==> src/rtl/exp3_pkg.sv <==
// Shared definitions for the Experiencia 3 control unit: state codes (also shown
// on the 7-segment debug display), default timeout and the Moore output decode.
package exp3_pkg;

  localparam int TIMEOUT_CYCLES_DEFAULT = 5000;

  typedef enum logic [3:0] {
    INICIAL       = 4'h0,
    PREPARACAO    = 4'h1,
    ESPERA_JOGADA = 4'h2,
    REGISTRA      = 4'h4,
    COMPARACAO    = 4'h5,
    PROXIMO       = 4'h6,
    FIM_ACERTOU   = 4'hA,
    FIM_TIMEOUT   = 4'hD,
    FIM_ERROU     = 4'hE
  } estado_t;

  typedef struct packed {
    logic zera_c;
    logic conta_c;
    logic zera_r;
    logic registra_r;
    logic pronto;
    logic acertou;
    logic errou;
    logic timeout;
  } controle_t;

  function automatic controle_t decodifica_saidas(input estado_t estado);
    controle_t c;
    c = '0;
    case (estado)
      PREPARACAO: begin
        c.zera_c = 1'b1;
        c.zera_r = 1'b1;
      end
      REGISTRA:    c.registra_r = 1'b1;
      PROXIMO:     c.conta_c = 1'b1;
      FIM_ACERTOU: begin
        c.pronto  = 1'b1;
        c.acertou = 1'b1;
      end
      FIM_ERROU: begin
        c.pronto = 1'b1;
        c.errou  = 1'b1;
      end
      FIM_TIMEOUT: begin
        c.pronto  = 1'b1;
        c.timeout = 1'b1;
      end
      default: c = '0;
    endcase
    return c;
  endfunction

endpackage

==> src/rtl/exp3_unidade_controle_edge_detector.sv <==
// Rising-edge detector: one-cycle pulso on each low-to-high transition of sinal.
module edge_detector (
  input  logic clock,
  input  logic reset_n,
  input  logic sinal,
  output logic pulso
);

  logic sinal_d_r;

  // previous-cycle copy of the input level
  always_ff @(posedge clock or negedge reset_n) begin
    if (!reset_n) begin
      sinal_d_r <= 1'b0;
    end else begin
      sinal_d_r <= sinal;
    end
  end

  assign pulso = sinal & ~sinal_d_r;

endmodule

==> src/rtl/exp3_unidade_controle.sv <==
// Moore control unit sequencing the exp3 datapath: one round of 16 moves ending
// in win, mismatch or timeout. Outputs are registered from the next-state decode.
module exp3_unidade_controle
  import exp3_pkg::*;
#(
  parameter int TIMEOUT_CYCLES = TIMEOUT_CYCLES_DEFAULT,
  parameter int TW             = $clog2(TIMEOUT_CYCLES)
) (
  input  logic       clock,
  input  logic       reset_n,
  input  logic       iniciar,
  input  logic       jogada,
  input  logic       chavesIgualMemoria,
  input  logic       fimC,
  output logic       zeraC,
  output logic       contaC,
  output logic       zeraR,
  output logic       registraR,
  output logic       pronto,
  output logic       acertou,
  output logic       errou,
  output logic       timeout,
  output logic [3:0] db_estado
);

  estado_t       estado_r;
  estado_t       estado_next_s;
  logic [TW-1:0] timer_r;
  logic          jp_s;
  logic          expirou_s;
  controle_t     saidas_r;
  controle_t     saidas_next_s;

  edge_detector u_jogada_edge (
    .clock   (clock),
    .reset_n (reset_n),
    .sinal   (jogada),
    .pulso   (jp_s)
  );

  assign expirou_s = (timer_r == TW'(TIMEOUT_CYCLES - 1));

  // state register
  always_ff @(posedge clock or negedge reset_n) begin
    if (!reset_n) begin
      estado_r <= INICIAL;
    end else begin
      estado_r <= estado_next_s;
    end
  end

  // wait timer: counts only while waiting for a move, so each wait starts at 0
  always_ff @(posedge clock or negedge reset_n) begin
    if (!reset_n) begin
      timer_r <= '0;
    end else if (estado_r == ESPERA_JOGADA) begin
      timer_r <= timer_r + TW'(1);
    end else begin
      timer_r <= '0;
    end
  end

  // next-state logic; a move edge beats a simultaneous timer expiry
  always_comb begin
    estado_next_s = estado_r;
    case (estado_r)
      INICIAL: begin
        if (iniciar) estado_next_s = PREPARACAO;
        else         estado_next_s = INICIAL;
      end
      PREPARACAO: estado_next_s = ESPERA_JOGADA;
      ESPERA_JOGADA: begin
        if (jp_s)           estado_next_s = REGISTRA;
        else if (expirou_s) estado_next_s = FIM_TIMEOUT;
        else                estado_next_s = ESPERA_JOGADA;
      end
      REGISTRA: estado_next_s = COMPARACAO;
      COMPARACAO: begin
        if (!chavesIgualMemoria) estado_next_s = FIM_ERROU;
        else if (fimC)           estado_next_s = FIM_ACERTOU;
        else                     estado_next_s = PROXIMO;
      end
      PROXIMO: estado_next_s = ESPERA_JOGADA;
      FIM_ACERTOU, FIM_ERROU, FIM_TIMEOUT: begin
        if (iniciar) estado_next_s = PREPARACAO;
        else         estado_next_s = estado_r;
      end
      default: estado_next_s = INICIAL;
    endcase
  end

  // decoding the next state keeps registered outputs aligned with estado_r
  always_comb begin
    saidas_next_s = decodifica_saidas(estado_next_s);
  end

  // output register
  always_ff @(posedge clock or negedge reset_n) begin
    if (!reset_n) begin
      saidas_r <= '0;
    end else begin
      saidas_r <= saidas_next_s;
    end
  end

  assign zeraC     = saidas_r.zera_c;
  assign contaC    = saidas_r.conta_c;
  assign zeraR     = saidas_r.zera_r;
  assign registraR = saidas_r.registra_r;
  assign pronto    = saidas_r.pronto;
  assign acertou   = saidas_r.acertou;
  assign errou     = saidas_r.errou;
  assign timeout   = saidas_r.timeout;
  assign db_estado = estado_r;

endmodule

==> config.mk <==
export PLATFORM = sky130hd
export DESIGN_NAME = exp3_unidade_controle
export DESIGN_NICKNAME = d
export VERILOG_FILES = /design/src/rtl/exp3_pkg.sv /design/src/rtl/exp3_unidade_controle_edge_detector.sv /design/src/rtl/exp3_unidade_controle.sv
export SDC_FILE = /design/constraint.sdc
export NUM_CORES = 1
export LEC_CHECK = 0
export ABC_AREA = 1
export CORE_AREA = 5 5 46 68
export DETAILED_ROUTE_END_ITERATION = 12
export DIE_AREA = 0 0 51 73
export DONT_BUFFER_PORTS = 1
export HOLD_SLACK_MARGIN = 0.03
export PLACE_DENSITY = 0.7
export SLEW_MARGIN = 20
export SYNTH_ARGS = -nofsm -noshare
export SYNTH_HDL_FRONTEND = slang
export SYNTH_SLANG_ARGS = --single-unit
==> constraint.sdc <==
create_clock -name clock -period 1.5 [get_ports clock]
set_input_delay 0.225 -clock clock [delete_from_list [all_inputs] [get_ports clock]]
set_output_delay 0.225 -clock clock [all_outputs]
set_load 0.1 [all_outputs]
# == Yosys cells after proc, flatten, opt, wreduce, memory -nomap -nowiden ==
# Index checks and enable logic that the tools add are counted.
# W data, S select, Z words.
# word_totals
register_bits,25
in_bits,6
output_inout_bits,12
word_cells,47
# op_classes
add_sub_neg,1
eq_ne,15
muxes,15
n_bitwise,2
n_reduce_logical,4
# op_table
operator,count
$eq A4 B4 Y1 const B,6
$pmux W4 S6,1
$eq A4 B3 Y1 const B,5
$mux W4,5
$add A13 B1 Y13 const B,1
$eq A13 B13 Y1 const B,1
$mux W13,1
$eq A4 B1 Y1 const B,2
$mux W1,8
$reduce_or A3 Y1,2
$eq A4 B2 Y1 const B,1
$logic_not A4 Y1,1
$reduce_or A2 Y1,1
$and A1 B1 Y1,1
$not A1 Y1,1

# == Depth between registers and ports, before layout ==
# Gate-level depths: netlist (run 1).
# depth
depth_word,7
ltp_mapped,10
depth_no_buf,10

# == By module ==
# From an unflattened synthesis (run 1), not the netlist that was laid out.
# hier_totals
cells_unflattened,155
hier_area_um2,1262.5
# by_module_without_submodules
module,n_inst,cells_each,area_each_um2,seq_area_each_um2
exp3_unidade_controle,1,152,1227.4,600.6
edge_detector,1,3,35.0,25.0

# == Worst setup path after synthesis (run 1) ==
# No wires, ideal clock.
# synth_timing
path_type,reg2reg
start,register estado_r[3] (netlist: db_estado[3])
end,"register saidas_r, in the netlist registraR"
setup_time_ns,0.069
arrival_time_ns,1.888
required_ns,1.431
path_slack_ns,-0.456
path_stages_with_launch,10
n_path_buf,1
synth_period_minus_slack_ns,1.956
cell_sequence,dfrtp_1 > buf_2 > nor2_4 > nand2_4 > nor2_4 > nand3_4 > inv_1 > nor2_2 > nand2_2 > nor2_2
# synth_rtl
item,line_no,source
from (decl),exp3_unidade_controle.sv:26,estado_t estado_r;
from (signal assigned),exp3_unidade_controle.sv:48,estado_r <= estado_next_s;
to (signal assigned),exp3_unidade_controle.sv:102,saidas_r <= saidas_next_s;
to (decl),exp3_unidade_controle.sv:31,controle_t saidas_r;

==> flow_summary_export.csv, run 1 <==
group,metric,value,unit
sta,post-route-min-period,1.42,ns
sta,fin_crit_sh,0.949,
clock_tree,clock_latency,0.26,ns
grt,overflow,0,
clock_tree,clock-sinks,25,
sta,worst_slew_margin_rel,0.747,
pwr,internal-power,0.00131,W
sta,fin_setup_tns,0,ns
critical_path,timing.setup.critical_path_class,"reg -> reg",
logic_synthesis,synth-seq-area-share,0.486,
sta,maxSlewViolCount,0,
critical_path,critical_path_required,1.66,ns
clock_tree,cts_tree,"yes",
floorplan,rows,23,
logic_synthesis,main_area_contributors_after_synthesis,"sky130_fd_sc_hd__dfrtp_1, sky130_fd_sc_hd__nand2_1, sky130_fd_sc_hd__nor2_1, sky130_fd_sc_hd__inv_1, sky130_fd_sc_hd__nand3_1",
critical_path,worst_setup_path_start_kind,"flip-flop",
floorplan,floorplan.core_area,0.00256,mm^2
grt,first_global_vias,1054,
routing,vias_per_cell,5.37,
routing,wl_per_cell,13.2,um
cells_and_area,flow.area_growth_from_synthesis,21.8,%
logic_synthesis,synth_top_flop_cell,"sky130_fd_sc_hd__dfrtp_1",
grt,grt_start_max_net_pins,26,
pwr,clock_power_share,0.142,
grt,number_of_antenna_violations_at_the_first_check_in_global_routing,0,
cells_and_area,multi_input_combinational_cell_area,617,um^2
cells_and_area,final.fill_count,225,
grt,grt_first_pass_wirelength,4.44,mm
routing,drt-total-wl,2.62,mm
floorplan,count_of_pins_on_the_block_boundary,18,
cells_and_area,post-route-util,0.612,
clock_tree,tritoncts.num_buffers,3,
cells_and_area,register_area,637,um^2
logic_synthesis,syn-mean-instance-area,8.19,um^2
pwr,power_density,1720,mW/mm^2
routing,route.detailed.drc,0,
floorplan,die_width,51,um
critical_path,critical_path_arrival,1.58,ns
pwr,leakagePower,0.781,nW
floorplan,dieArea,0.00372,mm^2
placement,portBuffers,0,
critical_path,crit_path_max_fanout,5,
routing,iteration_0_drc_count_of_the_detailed_router,28,
floorplan,floorplan.initialDensity,0.502,
sta,fmax,0.703,GHz
sta,finalHoldViolCount,0,
cells_and_area,antenna_cells_inserted,0,
pwr,power.switching_fraction,0.514,
pwr,p_comb_frac,0.529,
flow_run,maximum_capacitance_violations,0,
logic_synthesis,postSynthCellCount,157,
pwr,power.share.sequential,0.329,
logic_synthesis,yosys_register_bits,25,
clock_tree,clk_root_buffer_cell,"sky130_fd_sc_hd__clkbuf_8",
logic_synthesis,synth_top_cell_area_share,0.486,
floorplan,fp.dieH,73,um
logic_synthesis,combined_area_of_all_synthesized_cells,0.00129,mm^2
logic_synthesis,synth_cell_types,24,
clock_tree,clkTransAtPathRegs,0.08,ns
logic_synthesis,postSynth.asyncResetShare,1.00,
min_path,min_path_type,"in -> reg",
grt,gr-usage-all-layers,0.155,
routing,via_count,1069,
clock_tree,max-clock-path-buffers,2,
sta,grt_setup_unrepaired,"yes",
cells_and_area,finalNetCount,182,
pwr,peakVddDrop,0.000770,V
pwr,report.power.total,0.00270,W
routing,drt_first_pass_iters,4,
logic_synthesis,synth_warnings,0,
placement,routabilityCongestion,0.858,
routing,final_antenna_net_count,0,
logic_synthesis,synthesis.nets,164,
sta,setup_viol,0,
logic_synthesis,synthDominantAreaCellType,"sky130_fd_sc_hd__dfrtp_1",
sta,worst_clock_skew,0.00247,ns
clock_tree,cts.htree.levels,1,
logic_synthesis,synth_enable_flop_cells,0,
cells_and_area,final_layout_size_suffix_gt1_frac,0.322,
sta,worst_slew_pin_slew,0.375,ns
critical_path,critical_path.endpoint_type,"flip-flop",
pwr,p_switching,0.00139,W
placement,place_hpwl,1.97,mm
status,status,"completed",
-- registers in the layout (all words and copies together), names as in the netlist --
register	count
timer_r	13
db_estado	4
acertou	1
contaC	1
errou	1
pronto	1
registraR	1
timeout	1
u_jogada_edge.sinal_d_r	1
zeraR	1
-- critical path, cell delays in order (launching register included) --
cell and delay [ns]:
sky130_fd_sc_hd__dfrtp_1 0.38, sky130_fd_sc_hd__ha_2 0.20, sky130_fd_sc_hd__nand2_2 0.07, sky130_fd_sc_hd__inv_2 0.09, sky130_fd_sc_hd__nand2_1 0.07, sky130_fd_sc_hd__nor2_2 0.15, sky130_fd_sc_hd__nand3_4 0.12, sky130_fd_sc_hd__inv_2 0.09
sky130_fd_sc_hd__nor2_4 0.04, sky130_fd_sc_hd__nand2_2 0.07, sky130_fd_sc_hd__nor2_1 0.04
-- power groups by stage --
stage               Combinational [W]  Sequential, W  Clock [W]
floorplan                    0.000579        0.00142          0
global route                  0.00152       0.000903   0.000438
detailed placement            0.00137       0.000902          0
global placement              0.00135       0.000897          0
finish                        0.00143       0.000890   0.000384
CTS                           0.00139       0.000888   0.000396
-- synth_stat cells (2+ instances only) --
master / n
sky130_fd_sc_hd__nand3_2: 4
sky130_fd_sc_hd__dfrtp_1: 25
sky130_fd_sc_hd__nor3_1: 6
sky130_fd_sc_hd__nand2_1: 26
sky130_fd_sc_hd__nor2_1: 25
sky130_fd_sc_hd__inv_1: 21
sky130_fd_sc_hd__nand4_1: 2
sky130_fd_sc_hd__nor2_4: 2
sky130_fd_sc_hd__o211ai_1: 2
sky130_fd_sc_hd__nor2_2: 5
sky130_fd_sc_hd__nand3_1: 11
sky130_fd_sc_hd__o21ai_1: 2
sky130_fd_sc_hd__nand2_2: 4
sky130_fd_sc_hd__o21ai_0: 5
sky130_fd_sc_hd__inv_2: 3
sky130_fd_sc_hd__a21oi_1: 5
sky130_fd_sc_hd__nand2_4: 2
-- kinds of logic after synthesis --
kind of cell,after synthesis,share of synthesized area
buffers and inverters,26,0.0798
flip-flops,25,0.486
adder cells (fa/ha/maj),1,0.00973
AO/OA/AOI/OAI,16,0.0700
AND/OR/NAND/NOR,89,0.354
-- final cells by class --
class | instances | share of cell area
Sequential cell | 25 | 0.407
Multi-Input combinational cell | 106 | 0.394
Timing Repair Buffer | 15 | 0.0911
Inverter | 24 | 0.0591
Clock buffer | 3 | 0.0264
Tap cell | 25 | 0.0200
Clock inverter | 1 | 0.00319
-- placed cells by master, fill, tap and decap left out, drive strengths merged --
cell type and instances:
a21oi 5, buf 13, clkbuf 3, clkinv 1, dfrtp 25, dlygate4sd3 2
ha 1, inv 24, nand2 32, nand3 16, nand4 2, nor2 32
nor3 6, nor3b 1, o211ai 2, o21a 1, o21ai 7, o21bai 1
-- path summary, 6_finish.rpt --
path                                 startpoint                      to  slack (ns)  depth (start not counted)
setup / recovery           timer_r[1]$_DFF_PN0_        contaC$_DFF_PN0_        0.08                         10
hold / removal                          iniciar  db_estado[0]$_DFF_PN0_        0.20                          2
setup reg to reg           timer_r[1]$_DFF_PN0_        contaC$_DFF_PN0_        0.08                         10
hold reg to reg            timer_r[9]$_DFF_PN0_    timer_r[9]$_DFF_PN0_        0.51                          1
max in group asynchronous               reset_n  db_estado[3]$_DFF_PN0_        0.96                          2
min in group asynchronous               reset_n    timer_r[0]$_DFF_PN0_        0.38                          2
-- routing by layer --
metal | GRT usage | share of wire
met2 | 0.304 | 0.59
met1 | 0.159 | 0.34
met5 | 0 | 0
met4 | 0.0599 | 0.020
met3 | 0.0204 | 0.050
-- stage by stage --
| stage | setup WS, ns | std cells | instance area (um^2) | hold slack (ns) |
|---|---|---|---|---|
| after floorplan | -0.0221 | 157 | 1300 | -0.0706 |
| after global placement | 0.0936 | 192 | 1420 | -0.0699 |
| after detailed placement | 0.0648 | 192 | 1420 | -0.0700 |
| after CTS | 0.0501 | 199 | 1510 | 0.190 |
| after global routing | -0.0538 | 199 | 1570 | 0.204 |
| final | 0.0768 | 199 | 1570 | 0.199 |
-- timing repair --
item	4_1_cts	5_1_grt
hold buffers	3	0
endpoints found under the hold margin	26	0
resized for setup	0	19
setup buffers	0	0
setup endpoints to repair	0	10
Power figures use the tool's default switching activity.
==> run 2, diff against run 1 <==
--- a/config.mk
+++ b/config.mk
@@ -6,12 +6,13 @@
 export NUM_CORES = 1
 export LEC_CHECK = 0
 export ABC_AREA = 1
+export ABC_CLOCK_PERIOD_IN_PS = 1500
 export CORE_AREA = 5 5 46 68
 export DETAILED_ROUTE_END_ITERATION = 12
 export DIE_AREA = 0 0 51 73
 export DONT_BUFFER_PORTS = 1
 export HOLD_SLACK_MARGIN = 0.03
-export PLACE_DENSITY = 0.7
+export PLACE_DENSITY = 0.68
 export SLEW_MARGIN = 20
 export SYNTH_ARGS = -nofsm -noshare
 export SYNTH_HDL_FRONTEND = slang
==> run 2 against run 1 <==
Setup slack better by 0.0057 ns. Clock-buffer cell count unchanged. Via count down 1.2%. Design area decreased by 0.56%. Routed wire length shrank 2.0%. Highest routed layer unchanged. Sequential power grew 1%. Combinational power barely moved. Die area did not move. Critical path type unchanged. Maximum frequency rose by 0.40%. Largest cell class unchanged. Clock skew grew 0.0028 ns. Register-to-register slack hardly changed.
==> flow_summary_export.csv, run 2 (same netlist as run 1, synthesis figures left out) <==
group,metric,value,unit
sta,fin_crit_sh,0.945,
critical_path,critical-path-slowest-cell,"sky130_fd_sc_hd__dfrtp_1",
routing,drt_first_pass_iters,5,
cells_and_area,most-common-layout-cells,"sky130_fd_sc_hd__nand2_1, sky130_fd_sc_hd__nor2_1, sky130_fd_sc_hd__dfrtp_1",
critical_path,crit_top_cell,"sky130_fd_sc_hd__nand2_2",
placement,routabilityCongestion,0.841,
cells_and_area,largest_register_ff_count,13,
sta,grt_setup_unrepaired,"yes",
placement,place_hpwl,1.96,mm
min_path,min_path_type,"in -> reg",
cells_and_area,flow.area_growth_from_synthesis,21.1,%
min_path,worst_hold_startpoint,"iniciar",
pwr,report.power.total,0.00272,W
clock_tree,clock-sinks,25,
floorplan,die_width,51,um
cells_and_area,multi_input_combinational_cell_area,606,um^2
clock_tree,max-clock-path-buffers,2,
routing,final_antenna_net_count,0,
routing,drt-total-wl,2.57,mm
grt,first_global_vias,1111,
critical_path,timing.setup.critical_path_class,"reg -> reg",
critical_path,bufs_and_invs_on_worst_path,1,
clock_tree,cts.htree.levels,1,
clock_tree,cts_tree,"yes",
pwr,power_density,1750,mW/mm^2
cells_and_area,finalNetCount,182,
routing,via_count,1056,
pwr,p_switching,0.00140,W
cells_and_area,final.fill_count,213,
cells_and_area,largest-register,"timer_r",
critical_path,critical_path_required,1.70,ns
pwr,power.switching_fraction,0.515,
critical_path,worst-r2r-cell-count,9,
grt,grt_start_max_net_pins,26,
cells_and_area,register_area,637,um^2
floorplan,floorplan.initialDensity,0.502,
clock_tree,clkTransAtPathRegs,0.09,ns
critical_path,cp_slowest_stage_delay,0.38,ns
floorplan,count_of_pins_on_the_block_boundary,18,
pwr,clock_power_share,0.142,
grt,gr-usage-all-layers,0.158,
cells_and_area,post-route-cell-area,0.00156,mm^2
placement,portBuffers,0,
pwr,internal-power,0.00132,W
pwr,power.share.sequential,0.331,
sta,finalHoldViolCount,0,
pwr,p_comb_frac,0.527,
critical_path,setup_slack_reg_to_reg,0.08,ns
min_path,holdPathStages,2,
critical_path,critical_path_arrival,1.61,ns
flow_run,maximum_capacitance_violations,0,
grt,overflow,0,
critical_path,worst_path_depth,9,
routing,wl_per_cell,12.9,um
min_path,whs_endpoint,"db_estado[0]$_DFF_PN0_",
critical_path,critPathTopFamily,"simple AND/OR/NAND/NOR gates",
status,status,"completed",
clock_tree,tritoncts.num_buffers,3,
floorplan,floorplan.core_area,0.00256,mm^2
floorplan,dieArea,0.00372,mm^2
sta,fmax,0.705,GHz
critical_path,crit_path_cells,"ha_2 -> nand2_2 -> inv_2 -> nand3_2 -> nor2_4 -> nand2_2 -> o21ai_1 -> nand2_1 -> nor2_1",
routing,iteration_0_drc_count_of_the_detailed_router,15,
floorplan,fp.dieH,73,um
grt,number_of_antenna_violations_at_the_first_check_in_global_routing,0,
grt,grt_first_pass_wirelength,4.59,mm
cells_and_area,layout_commonest_cell,"sky130_fd_sc_hd__nand2_1",
clock_tree,clock_latency,0.26,ns
cells_and_area,antenna_cells_inserted,0,
sta,worst_slew_pin_slew,0.352,ns
critical_path,worst_r2r_startpoint,"timer_r[1]$_DFF_PN0_",
pwr,leakagePower,0.767,nW
sta,maxSlewViolCount,0,
sta,worst_slew_margin_rel,0.763,
sta,setup_viol,0,
clock_tree,clk_root_buffer_cell,"sky130_fd_sc_hd__clkbuf_8",
routing,route.detailed.drc,0,
pwr,peakVddDrop,0.000917,V
cells_and_area,final_layout_size_suffix_gt1_frac,0.316,
placement,placed_cell_area,0.00142,mm^2
routing,vias_per_cell,5.31,
floorplan,rows,23,
critical_path,worst_setup_path_start_kind,"flip-flop",
critical_path,crit_path_max_fanout,4,
critical_path,critical_path.endpoint_type,"flip-flop",
sta,post-route-min-period,1.42,ns
sta,worst_clock_skew,0.00531,ns
critical_path,worstReg2RegEnd,"timer_r[10]$_DFF_PN0_",
-- run 2: cell counts in the layout (fill, tap and decap cells not counted) --
Identical to the previous run, type by type.
-- run 2: what timing repair did --
action / 4_1_cts / 5_1_grt
hold buffers: 3 / 0
gates resized for setup: 0 / 19
buffers inserted: 0 / 0
setup endpoints to repair: 0 / 9
endpoints found under the hold margin: 26 / 0
-- run 2: cell type report --
| class | instances | share of cell area |
|---|---|---|
| Inverter | 24 | 0.0610 |
| Clock inverter | 1 | 0.00321 |
| Sequential cell | 25 | 0.409 |
| Timing Repair Buffer | 15 | 0.0916 |
| Multi-Input combinational cell | 106 | 0.389 |
| Clock buffer | 3 | 0.0265 |
| Tap cell | 25 | 0.0201 |
-- run 2: worst max-delay path by stage --
stage                                 startpoint                    end  slack (ns)
final                       timer_r[1]$_DFF_PN0_  timer_r[10]$_DFF_PN0_        0.08
after global routing        timer_r[1]$_DFF_PN0_  timer_r[10]$_DFF_PN0_       -0.04
after CTS                 db_estado[0]$_DFF_PN0_    registraR$_DFF_PN0_        0.05
after detailed placement  db_estado[0]$_DFF_PN0_    registraR$_DFF_PN0_        0.07
after global placement    db_estado[0]$_DFF_PN0_    registraR$_DFF_PN0_        0.08
after floorplan           db_estado[3]$_DFF_PN0_    registraR$_DFF_PN0_       -0.02
-- run 2: per-stage QoR --
step	util	setup TNS, ns	std cells	setup WS (ns)	hold slack (ns)
floorplan	-	-0.0374	157	-0.0221	-0.0706
global placement	0.554	0	192	0.0849	-0.0699
detailed placement	0.554	0	192	0.0706	-0.0699
CTS	0.588	0	199	0.0504	0.188
global route	0.608	-0.0400	199	-0.0358	0.206
finish	0.608	0	199	0.0825	0.184
-- run 2: worst register-to-register path: stages, from the launching register on --
cell and delay (ns):
sky130_fd_sc_hd__dfrtp_1 0.38, sky130_fd_sc_hd__ha_2 0.20, sky130_fd_sc_hd__nand2_2 0.07, sky130_fd_sc_hd__inv_2 0.08
sky130_fd_sc_hd__nand3_2 0.10, sky130_fd_sc_hd__nor2_4 0.16, sky130_fd_sc_hd__nand2_2 0.09, sky130_fd_sc_hd__o21ai_1 0.12
sky130_fd_sc_hd__nand2_1 0.07, sky130_fd_sc_hd__nor2_1 0.09
-- run 2: power by group through the flow --
stage / sequential (W) / clock [W] / combinational, W
after floorplan: 0.00142 / 0 / 0.000579
after global placement: 0.000897 / 0 / 0.00136
after detailed placement: 0.000902 / 0 / 0.00137
after CTS: 0.000888 / 0.000394 / 0.00139
after global routing: 0.000915 / 0.000427 / 0.00154
final: 0.000899 / 0.000387 / 0.00143
-- run 2: per-layer routing --
layer | track usage | vias up | routed length (um)
met1 | 0.165 | 509 | 985
met5 | 0 | - | 0
met3 | 0.0266 | 4 | 69
li1 | - | 531 | -
met2 | 0.308 | 12 | 1470
met4 | 0.0479 | 0 | 42
==> run 3, diff against run 2 <==
--- a/config.mk
+++ b/config.mk
@@ -6,7 +6,8 @@
 export NUM_CORES = 1
 export LEC_CHECK = 0
 export ABC_AREA = 1
-export ABC_CLOCK_PERIOD_IN_PS = 1500
+export ABC_CLOCK_PERIOD_IN_PS = 1600
+export CAP_MARGIN = 10
 export CORE_AREA = 5 5 46 68
 export DETAILED_ROUTE_END_ITERATION = 12
 export DIE_AREA = 0 0 51 73
==> constraint.sdc (replaced) <==
create_clock -name clock -period 1.6 [get_ports clock]
set_input_delay 0.24 -clock clock [delete_from_list [all_inputs] [get_ports clock]]
set_output_delay 0.24 -clock clock [all_outputs]
set_load 0.1 [all_outputs]
==> run 3 against run 2 <==
Via count is 0.85% higher. Power is 8.1% lower. Register-to-register slack better by 0.04 ns. Routed wire length is 0.51% higher. Sequential cell count stayed put. Cell count stayed put. Worst hold slack better by 0.015 ns. Die area stayed put. Setup slack better by 0.042 ns. Sequential share of layout area is 0.91 points higher. Design area is 2.6% lower. Clock-buffer cell count stayed put. Critical path type unchanged.
==> flow_summary_export.csv, run 3 (same netlist as run 1, synthesis figures left out) <==
group,metric,value,unit
floorplan,rows,23,
clock_tree,max-clock-path-buffers,2,
grt,grtUsageMet3,0.0327,
cells_and_area,largest_register_ff_count,13,
grt,grt_first_pass_wirelength,4.64,mm
clock_tree,clock-sinks,25,
critical_path,critical_path_arrival,1.65,ns
routing,route.detailed.drc,0,
critical_path,worst_setup_path_start_kind,"flip-flop",
sta,grt_setup_unrepaired,"no",
sta,fin_setup_tns,0,ns
sta,worst_clock_skew,0.00250,ns
routing,vias_per_cell,5.35,
cells_and_area,largest-register,"timer_r",
sta,fin_crit_sh,0.922,
grt,grt_start_max_net_pins,26,
sta,finalHoldViolCount,0,
cells_and_area,flow.area_growth_from_synthesis,18.0,%
cells_and_area,multi_input_combinational_cell_area,571,um^2
sta,worst_slew_pin_slew,0.315,ns
status,status,"completed",
sta,post-route-min-period,1.48,ns
cells_and_area,finalNetCount,182,
floorplan,die_width,51,um
critical_path,critical_path_required,1.78,ns
cells_and_area,final_layout_size_suffix_gt1_frac,0.264,
routing,iteration_0_drc_count_of_the_detailed_router,12,
clock_tree,tritoncts.num_buffers,3,
clock_tree,cts_tree,"yes",
pwr,leakagePower,0.763,nW
clock_tree,clock_latency,0.27,ns
sta,maxSlewViolCount,0,
cells_and_area,register_area,634,um^2
min_path,min_path_type,"in -> reg",
routing,drt_first_pass_iters,4,
critical_path,critical_path.endpoint_type,"flip-flop",
clock_tree,clkTransAtPathRegs,0.09,ns
grt,gr-usage-met2,0.296,
placement,place_hpwl,2.04,mm
cells_and_area,post-route-cell-area,0.00152,mm^2
routing,final_antenna_net_count,0,
grt,number_of_antenna_violations_at_the_first_check_in_global_routing,0,
floorplan,dieArea,0.00372,mm^2
critical_path,timing.setup.critical_path_class,"reg -> reg",
sta,worst_slew_margin_rel,0.788,
grt,overflow,0,
floorplan,count_of_pins_on_the_block_boundary,18,
sta,fmax,0.678,GHz
routing,wl_per_cell,13.0,um
grt,use_met1,0.173,
floorplan,floorplan.core_area,0.00256,mm^2
floorplan,floorplan.initialDensity,0.502,
routing,via_count,1065,
cells_and_area,final.fill_count,221,
placement,placed_cell_area,0.00141,mm^2
sta,setup_viol,0,
pwr,peakVddDrop,0.00171,V
critical_path,worst-r2r-cell-count,8,
cells_and_area,most-common-layout-cells,"sky130_fd_sc_hd__nand2_1, sky130_fd_sc_hd__nor2_1, sky130_fd_sc_hd__inv_1, sky130_fd_sc_hd__dfrtp_1, sky130_fd_sc_hd__buf_4",
placement,routabilityCongestion,0.863,
critical_path,crit_path_max_fanout,9,
routing,drt-total-wl,2.58,mm
clock_tree,cts.htree.levels,1,
floorplan,fp.dieH,73,um
grt,grt.busiest_layer,"met2",
cells_and_area,layout_commonest_cell,"sky130_fd_sc_hd__nand2_1",
flow_run,maximum_capacitance_violations,0,
clock_tree,clk_root_buffer_cell,"sky130_fd_sc_hd__clkbuf_8",
placement,portBuffers,0,
pwr,power_density,1650,mW/mm^2
cells_and_area,antenna_cells_inserted,0,
grt,first_global_vias,1107,
min_path,holdPathStages,2,
grt,gr-usage-all-layers,0.164,
## run 3: worst paths after layout
check                                            start                      to  slack (ns)
worst max-delay path            db_estado[3]$_DFF_PN0_     registraR$_DFF_PN0_        0.12
worst min-delay path                              fimC  db_estado[3]$_DFF_PN0_        0.20
worst max register to register  db_estado[3]$_DFF_PN0_     registraR$_DFF_PN0_        0.12
worst min register to register    timer_r[0]$_DFF_PN0_    timer_r[0]$_DFF_PN0_        0.51
max in group asynchronous                      reset_n  db_estado[3]$_DFF_PN0_        1.05
min in group asynchronous                      reset_n    timer_r[6]$_DFF_PN0_        0.38
## run 3: per-layer routing
layer	up-vias	share of wire
li1	529	-
met1	503	0.37
met2	24	0.56
met3	9	0.041
met4	0	0.030
met5	-	0
## run 3: power breakdown
group,total (W),internal (W),switching [W],leakage (nW)
clock network,0.000387,0.000177,0.000210,0.0217
registers,0.000839,0.000727,0.000112,0.334
logic,0.00127,0.000291,0.000983,0.408
## run 3: worst max-delay path: stages, from the launching register on
cell                      delay (ns)
sky130_fd_sc_hd__dfrtp_4        0.54
sky130_fd_sc_hd__nor2_4         0.15
sky130_fd_sc_hd__nand2_4        0.11
sky130_fd_sc_hd__inv_2          0.15
sky130_fd_sc_hd__nand3_1        0.10
sky130_fd_sc_hd__nand2_1        0.12
sky130_fd_sc_hd__inv_1          0.08
sky130_fd_sc_hd__nand2_1        0.08
sky130_fd_sc_hd__nor2_2         0.03
## run 3: layout make-up
cell class / instances / area share
clock buffers: 3 / 0.0272
clock inverters: 1 / 0.00495
inverters: 24 / 0.0594
multi-input cells: 106 / 0.376
flip-flops and latches: 25 / 0.418
well taps: 25 / 0.0206
repair buffers: 15 / 0.0940
## run 3: through the flow
step	cells	hold slack [ns]	util	setup WS (ns)	total power [W]
3_5_place_dp	191	-0.0547	0.550	0.128	0.00211
4_1_cts	198	0.194	0.585	0.112	0.00252
6_report	199	0.199	0.593	0.124	0.00250
3_3_place_gp	191	-0.0549	0.550	0.144	0.00209
2_1_floorplan	157	-0.0556	-	0.0120	0.00185
5_1_grt	199	0.190	0.593	0.0132	0.00263
## run 3: timing repair
| action | CTS | global route |
|---|---|---|
| endpoints found under the hold margin | 26 | 0 |
| hold buffers | 3 | 0 |
| setup buffers | 0 | 1 |
| setup endpoints to repair | 0 | 2 |
| gates resized for setup | 0 | 4 |
